--- config.mk ---
export PLATFORM = sky130hd
export DESIGN_NAME = imem_loader_flat
export DESIGN_NICKNAME = d
export VERILOG_FILES = /design/src/rtl/imem_loader_if.sv /design/src/rtl/imem_loader.sv /design/src/flat_wrapper.sv
export SDC_FILE = /design/constraint.sdc
export NUM_CORES = 1
export LEC_CHECK = 0
export ABC_AREA = 1
export CORE_MARGIN = 2
export CORE_UTILIZATION = 30
export DETAILED_ROUTE_END_ITERATION = 8
export GPL_TIMING_DRIVEN = 0
export MAX_ROUTING_LAYER = met4
export PLACE_DENSITY = 0.57
export SLEW_MARGIN = 20
export SYNTH_ARGS = -nofsm -noshare
export SYNTH_HDL_FRONTEND = slang
export SYNTH_SLANG_ARGS = --single-unit
--- constraint.sdc ---
create_clock -name clock -period 3.04 [get_ports clock]
set_clock_uncertainty 0.1 [all_clocks]
set_input_delay 0.304 -clock clock [delete_from_list [all_inputs] [get_ports clock]]
set_output_delay 0.304 -clock clock [all_outputs]
set_load 0.05 [all_outputs]
--- src/rtl/imem_loader_if.sv ---
// Byte-stream input and instruction-memory write bus of the program loader.
// The master modport is the loader. The slave modport is the environment:
// the byte source together with the instruction memory write port.
interface imem_loader_if #(
  parameter int unsigned ADDR_W = 30
);
  logic [7:0]        byte_in;
  logic              byte_valid;
  logic              byte_ready;
  logic              wr_en;
  logic [ADDR_W-1:0] wr_addr;
  logic [31:0]       wr_data;

  modport master (
    input  byte_in,
    input  byte_valid,
    output byte_ready,
    output wr_en,
    output wr_addr,
    output wr_data
  );

  modport slave (
    output byte_in,
    output byte_valid,
    input  byte_ready,
    input  wr_en,
    input  wr_addr,
    input  wr_data
  );
endinterface

--- src/rtl/imem_loader.sv ---
// Instruction-memory loader.
// Consumes a big-endian 32-bit word count followed by that many big-endian
// instructions. Each instruction is written to consecutive word addresses
// starting at BASE_ADDR. The CPU is held for the whole load.
module imem_loader #(
  parameter int unsigned          ADDR_W    = 30,
  parameter logic [ADDR_W-1:0]    BASE_ADDR = '0,
  parameter int unsigned          MAX_WORDS = 1024
) (
  input  logic               clock,
  input  logic               reset,
  input  logic               start,
  imem_loader_if.master      bus,
  output logic               cpu_hold,
  output logic               done,
  output logic               error
);

  typedef enum logic [2:0] {
    IDLE  = 3'd0,
    HDR   = 3'd1,
    DATA  = 3'd2,
    WRITE = 3'd3,
    FIN   = 3'd4,
    ERR   = 3'd5
  } state_t;

  state_t      state;
  state_t      state_next;

  logic [1:0]  byte_cnt;
  logic [31:0] index;
  logic [31:0] count;
  logic [31:0] shift;

  logic        accept;
  logic        last_byte;
  logic [31:0] word_in;
  logic [31:0] index_inc;

  // The header is checked against the full 32 bits, so huge counts are not truncated.
  function automatic logic hdr_too_big(input logic [31:0] hdr);
    return hdr > 32'(MAX_WORDS);
  endfunction

  // A byte moves only when the source offers it and the loader is in a receive state.
  assign accept    = bus.byte_valid && bus.byte_ready;
  assign last_byte = accept && (byte_cnt == 2'd3);
  assign word_in   = {shift[23:0], bus.byte_in};
  assign index_inc = index + 32'd1;

  // State register; reset returns to IDLE at once, abandoning any partial word.
  always_ff @(posedge clock or negedge reset) begin
    if (!reset) begin
      state <= IDLE;
    end else begin
      state <= state_next;
    end
  end

  // Next-state logic and state-decoded outputs.
  always_comb begin
    state_next     = state;
    bus.byte_ready = 1'b0;
    bus.wr_en      = 1'b0;
    cpu_hold       = 1'b0;
    done           = 1'b0;
    error          = 1'b0;
    case (state)
      IDLE: begin
        if (start) begin
          state_next = HDR;
        end
      end
      HDR: begin
        bus.byte_ready = 1'b1;
        cpu_hold       = 1'b1;
        if (last_byte) begin
          if (word_in == 32'd0) begin
            state_next = FIN;
          end else if (hdr_too_big(word_in)) begin
            state_next = ERR;
          end else begin
            state_next = DATA;
          end
        end
      end
      DATA: begin
        bus.byte_ready = 1'b1;
        cpu_hold       = 1'b1;
        if (last_byte) begin
          state_next = WRITE;
        end
      end
      WRITE: begin
        // Single write cycle; no byte is taken, so the source simply waits.
        bus.wr_en = 1'b1;
        cpu_hold  = 1'b1;
        if (index_inc == count) begin
          state_next = FIN;
        end else begin
          state_next = DATA;
        end
      end
      FIN: begin
        done = 1'b1;
        if (start) begin
          state_next = HDR;
        end
      end
      ERR: begin
        error = 1'b1;
        if (start) begin
          state_next = HDR;
        end
      end
      default: begin
        state_next = IDLE;
      end
    endcase
  end

  // Byte assembly, word bookkeeping and the registered write address and data.
  always_ff @(posedge clock or negedge reset) begin
    if (!reset) begin
      byte_cnt    <= 2'd0;
      index       <= 32'd0;
      count       <= 32'd0;
      shift       <= 32'd0;
      bus.wr_addr <= '0;
      bus.wr_data <= 32'd0;
    end else begin
      case (state)
        IDLE, FIN, ERR: begin
          if (start) begin
            byte_cnt <= 2'd0;
            index    <= 32'd0;
          end
        end
        HDR: begin
          if (accept) begin
            shift    <= word_in;
            byte_cnt <= byte_cnt + 2'd1;
            if (byte_cnt == 2'd3) begin
              count <= word_in;
            end
          end
        end
        DATA: begin
          if (accept) begin
            shift    <= word_in;
            byte_cnt <= byte_cnt + 2'd1;
            // Address and data are captured one cycle early so they are
            // already stable for the whole wr_en cycle.
            if (byte_cnt == 2'd3) begin
              bus.wr_data <= word_in;
              bus.wr_addr <= BASE_ADDR + ADDR_W'(index);
            end
          end
        end
        WRITE: begin
          index <= index_inc;
        end
        default: begin
          byte_cnt <= byte_cnt;
        end
      endcase
    end
  end

endmodule
--- src/flat_wrapper.sv ---
// flat-port wrapper written by rule: the top's interface ports become plain ports
module imem_loader_flat 
#(
  parameter int unsigned          ADDR_W    = 30,
  parameter logic [ADDR_W-1:0]    BASE_ADDR = '0,
  parameter int unsigned          MAX_WORDS = 1024
)
  (clock, reset, start, cpu_hold, done, error, bus_byte_in, bus_byte_valid, bus_byte_ready, bus_wr_en, bus_wr_addr, bus_wr_data);
  imem_loader_if #(.ADDR_W(ADDR_W)) bus_i ();
  input  logic clock;
  input  logic reset;
  input  logic start;
  output logic cpu_hold;
  output logic done;
  output logic error;
  input wire logic [$bits(bus_i.byte_in)-1:0] bus_byte_in;
  input wire logic [$bits(bus_i.byte_valid)-1:0] bus_byte_valid;
  output wire logic [$bits(bus_i.byte_ready)-1:0] bus_byte_ready;
  output wire logic [$bits(bus_i.wr_en)-1:0] bus_wr_en;
  output wire logic [$bits(bus_i.wr_addr)-1:0] bus_wr_addr;
  output wire logic [$bits(bus_i.wr_data)-1:0] bus_wr_data;
  assign bus_i.byte_in = bus_byte_in;
  assign bus_i.byte_valid = bus_byte_valid;
  assign bus_byte_ready = bus_i.byte_ready;
  assign bus_wr_en = bus_i.wr_en;
  assign bus_wr_addr = bus_i.wr_addr;
  assign bus_wr_data = bus_i.wr_data;
  imem_loader #(.ADDR_W(ADDR_W), .BASE_ADDR(BASE_ADDR), .MAX_WORDS(MAX_WORDS)) u_core (.clock(clock), .reset(reset), .start(start), .bus(bus_i), .cpu_hold(cpu_hold), .done(done), .error(error));
endmodule
==> metrics.md <==
| Metric | Value |
|---|---|
| Final net count | `1164` |
| Distinct cell type count after synthesis | `32` |
| Layout Cell Area excl Fill | `0.00968 mm2` |
| RR Startpoint | `u_core.index[0]` |
| Fillers | `2711` |
| Net count after synthesis | `1064` |
| Static leakage | `4.38 nW` |
| RSZ-0062 raised after global routing | `no` |
| I/O Buffers | `78` |
| Clock Sinks | `155` |
| Maxcap violations | `0` |
| Top cell type's share of synthesized area | `49.4%` |
| Die area | `0.0275 mm2` |
| CTS tree | `done` |
| First-pass GRT wire length | `38.2 mm` |
| EDFF count, synth | `0` |
| Dpl cell area | `0.00911 mm2` |
| CP Launch Type | `flop` |
| Most frequent cells after synthesis | `361 x nand2_1, 155 x dfrtp_1, 111 x inv_1` |
| Yosys warnings | `0` |
| Met2 usage | `26.5%` |
| Synth Register Bits | `155` |
| Vias in the first global route | `6988` |
| Vias per cell | `4.79` |
| H-tree depth | `4` |
| Final period utilization | `95.4%` |
| Status | `complete, no violations` |
| Slew @ Worst Pin | `751 ps` |
| Ant diodes | `0` |
| Max FO, Critical Path | `10` |
| Die Y | `166 um` |
| Mapped cell area | `0.00785 mm2` |
| Crit path from | `u_core.state[2]` |
| Setup-failing EPs final | `0` |
| Routing usage on met3 | `2.93%` |
| Detailed-route wire length per cell | `15.7 um` |
| Final min period | `2900 ps` |
| Primary FF master, synth | `dfrtp_1` |
| Layout area overhead | `23.3%` |
| I/O Pins | `79` |
| Critical path required time | `2640 ps` |
| Dpl hpwl | `18.1 mm` |
| Cell count after synthesis | `1050` |
| CP Capture Type | `primary output` |
| Max incr delay on CP | `430 ps` |
| Busiest layer in global routing | `met2` |
| Pins over their slew limit | `0` |
| Share of cells above drive strength 1 | `6.53%` |
| GRT met1 Usage | `26.3%` |
| Syn_area_per_cell | `7.48 um2` |
| Fin Setup TNS | `0 ps` |
| Critical path class | `flop to primary output` |
| # placed instances | `1465` |
| Worst r2r path cells | `16` |
| Clk_lat worst skew | `440 ps` |
| Peak Freq | `345 MHz` |
| Most frequent cell after synthesis | `nand2_1` |
| Crit path DAT | `2500 ps` |
| Final non-filler cell total | `1498` |
| Die X | `166 um` |
| Ranking of synthesized cells by area | `dfrtp_1 49%, nand2_1 17%, inv_1 5.3%` |
| Total global routing overflow | `0` |
| Num CTS Buffers | `17` |
| Post-synth top area cell | `dfrtp_1` |
| Peak supply drop | `490 uV` |
| Global-route total usage across every layer | `18.2%` |
| Slew headroom | `49.9%` |
| Initial antenna violation count | `0` |
| Reg clk slew, reported paths | `70 ps` |
| Slowest cell on crit path | `clkdlybuf4s15_2` |
| Largest net degree at the start of global routing | `78` |
| Register area share after synthesis | `49.4%` |
| Pre-antenna DRT Iters | `8` |
| DRT Wirelength | `23.5 mm` |
| Async S/R FF share, synth | `100%` |
| Std-Cell Rows | `59` |
| Hold Violations, Final | `0` |
| Worst-path cell chain | `nor2_2 -> inv_2 -> nor2_1 -> clkbuf_2 -> buf_2 -> clkdlybuf4s15_2` |
| Starting Density | `30.3%` |
| Initial DRC count | `536` |
| Hold slack | `203 ps` |
| Clk buf depth | `2` |
| Worst Hold Class | `primary input to async pin` |
| Drc violations | `0` |
| Reg2reg setup slack | `350 ps` |
| Routed Antenna Nets | `0` |
| Core box area | `0.0259 mm2` |
| Total number of vias | `7174` |
| CTS root buf | `clkbuf_16` |
| Pwr/cell area | `632 mW/mm2` |
| GP Congestion | `0.890` |
==> layout by cell type, fill, tap and decap left out, types with 2 or more instances in the layout <==
master and instances:
nand2_1 361, dfrtp_1 155, inv_1 111, nor2_1 85, nand3_1 83, clkdlybuf4s50_1 76
o21ai_1 73, o21ai_0 71, clkbuf_1 19, clkbuf_16 17, o22ai_1 16, nand3b_1 11
nand4_1 10, inv_2 8, nor2_2 7, nor2_4 7, buf_6 6, inv_6 6
nand2_2 5, inv_8 4, buf_2 3, nor3_1 2, nor4_1 2, xnor2_1 2
ha_1 2, clkinvlp_4 2, buf_16 2
==> where the power goes <==
group / switching, mW / internal (mW)
logic: 1.02 / 0.467
clock network: 0.974 / 1.08
registers: 0.229 / 2.34
total: 2.22 / 3.89
==> per-layer routing <==
layer / vias up / routed length [um]
li1: 3579 / -
met1: 3378 / 11800
met2: 193 / 10100
met3: 24 / 1130
met4: 0 / 448
met5: - / 0
==> critical path: cells and delay by family, from the launching register on <==
kind	cells	cell delay, ps
flops	1	420
buf+inv	4	1270
simple gates	2	360
==> metrics by stage <==
step	power, mW	worst slack (ps)	util (%)
final	6.11	139	37.4
after global routing	6.46	9.58	37.4
after CTS	6.15	103	37.4
after detailed placement	4.09	-395	35.2
after global placement	4.06	-5000	34.9
after floorplan	3.53	921	-
==> registers in the layout (all words and copies together) (netlist names) <==
signal              cells
u_core.bus.wr_data     32
u_core.count           32
u_core.index           32
u_core.bus.wr_addr     30
u_core.shift           24
u_core.state            3
u_core.byte_cnt         2
==> kinds of logic after synthesis <==
| kind of cell | count (synthesis) | share of synthesized area [%] |
|---|---|---|
| buffers and inverters | 150 | 7.82 |
| and+or+nand+nor | 577 | 31.3 |
| adders and majority gates | 2 | 0.319 |
| AOI/OAI and AO/OA | 163 | 10.8 |
| DFF | 155 | 49.4 |
| xor gates and xnor gates | 3 | 0.335 |
==> what timing repair did <==
action | 4_1_cts | 5_1_grt
hold endpoints to repair | 102 | 0
endpoints found under the setup margin | 1 | 1
cloned | 0 | 0
gates resized for setup | 5 | 1
hold buffers | 1 | 0
pin swaps | 0 | 0
buffers inserted | 0 | 0
==> layout make-up <==
cell class / instances / area [um2] / area share [%]
flip-flops and latches: 155 / 3880 / 40.1
multi-input cells: 745 / 3360 / 34.7
repair buffers: 81 / 852 / 8.80
inverters: 120 / 450 / 4.65
clock buffers: 18 / 429 / 4.43
well taps: 335 / 419 / 4.33
plain buffers: 30 / 166 / 1.72
clock inverters: 14 / 126 / 1.31
==> final timing paths <==
check | end
max | bus_wr_en
min | u_core.index[5]
max reg2reg | u_core.state[1]
min reg2reg | u_core.shift[22]
max in group asynchronous | u_core.index[30]
min in group clock | u_core.shift[22]
Note: power is estimated with default switching activity, not from simulation.
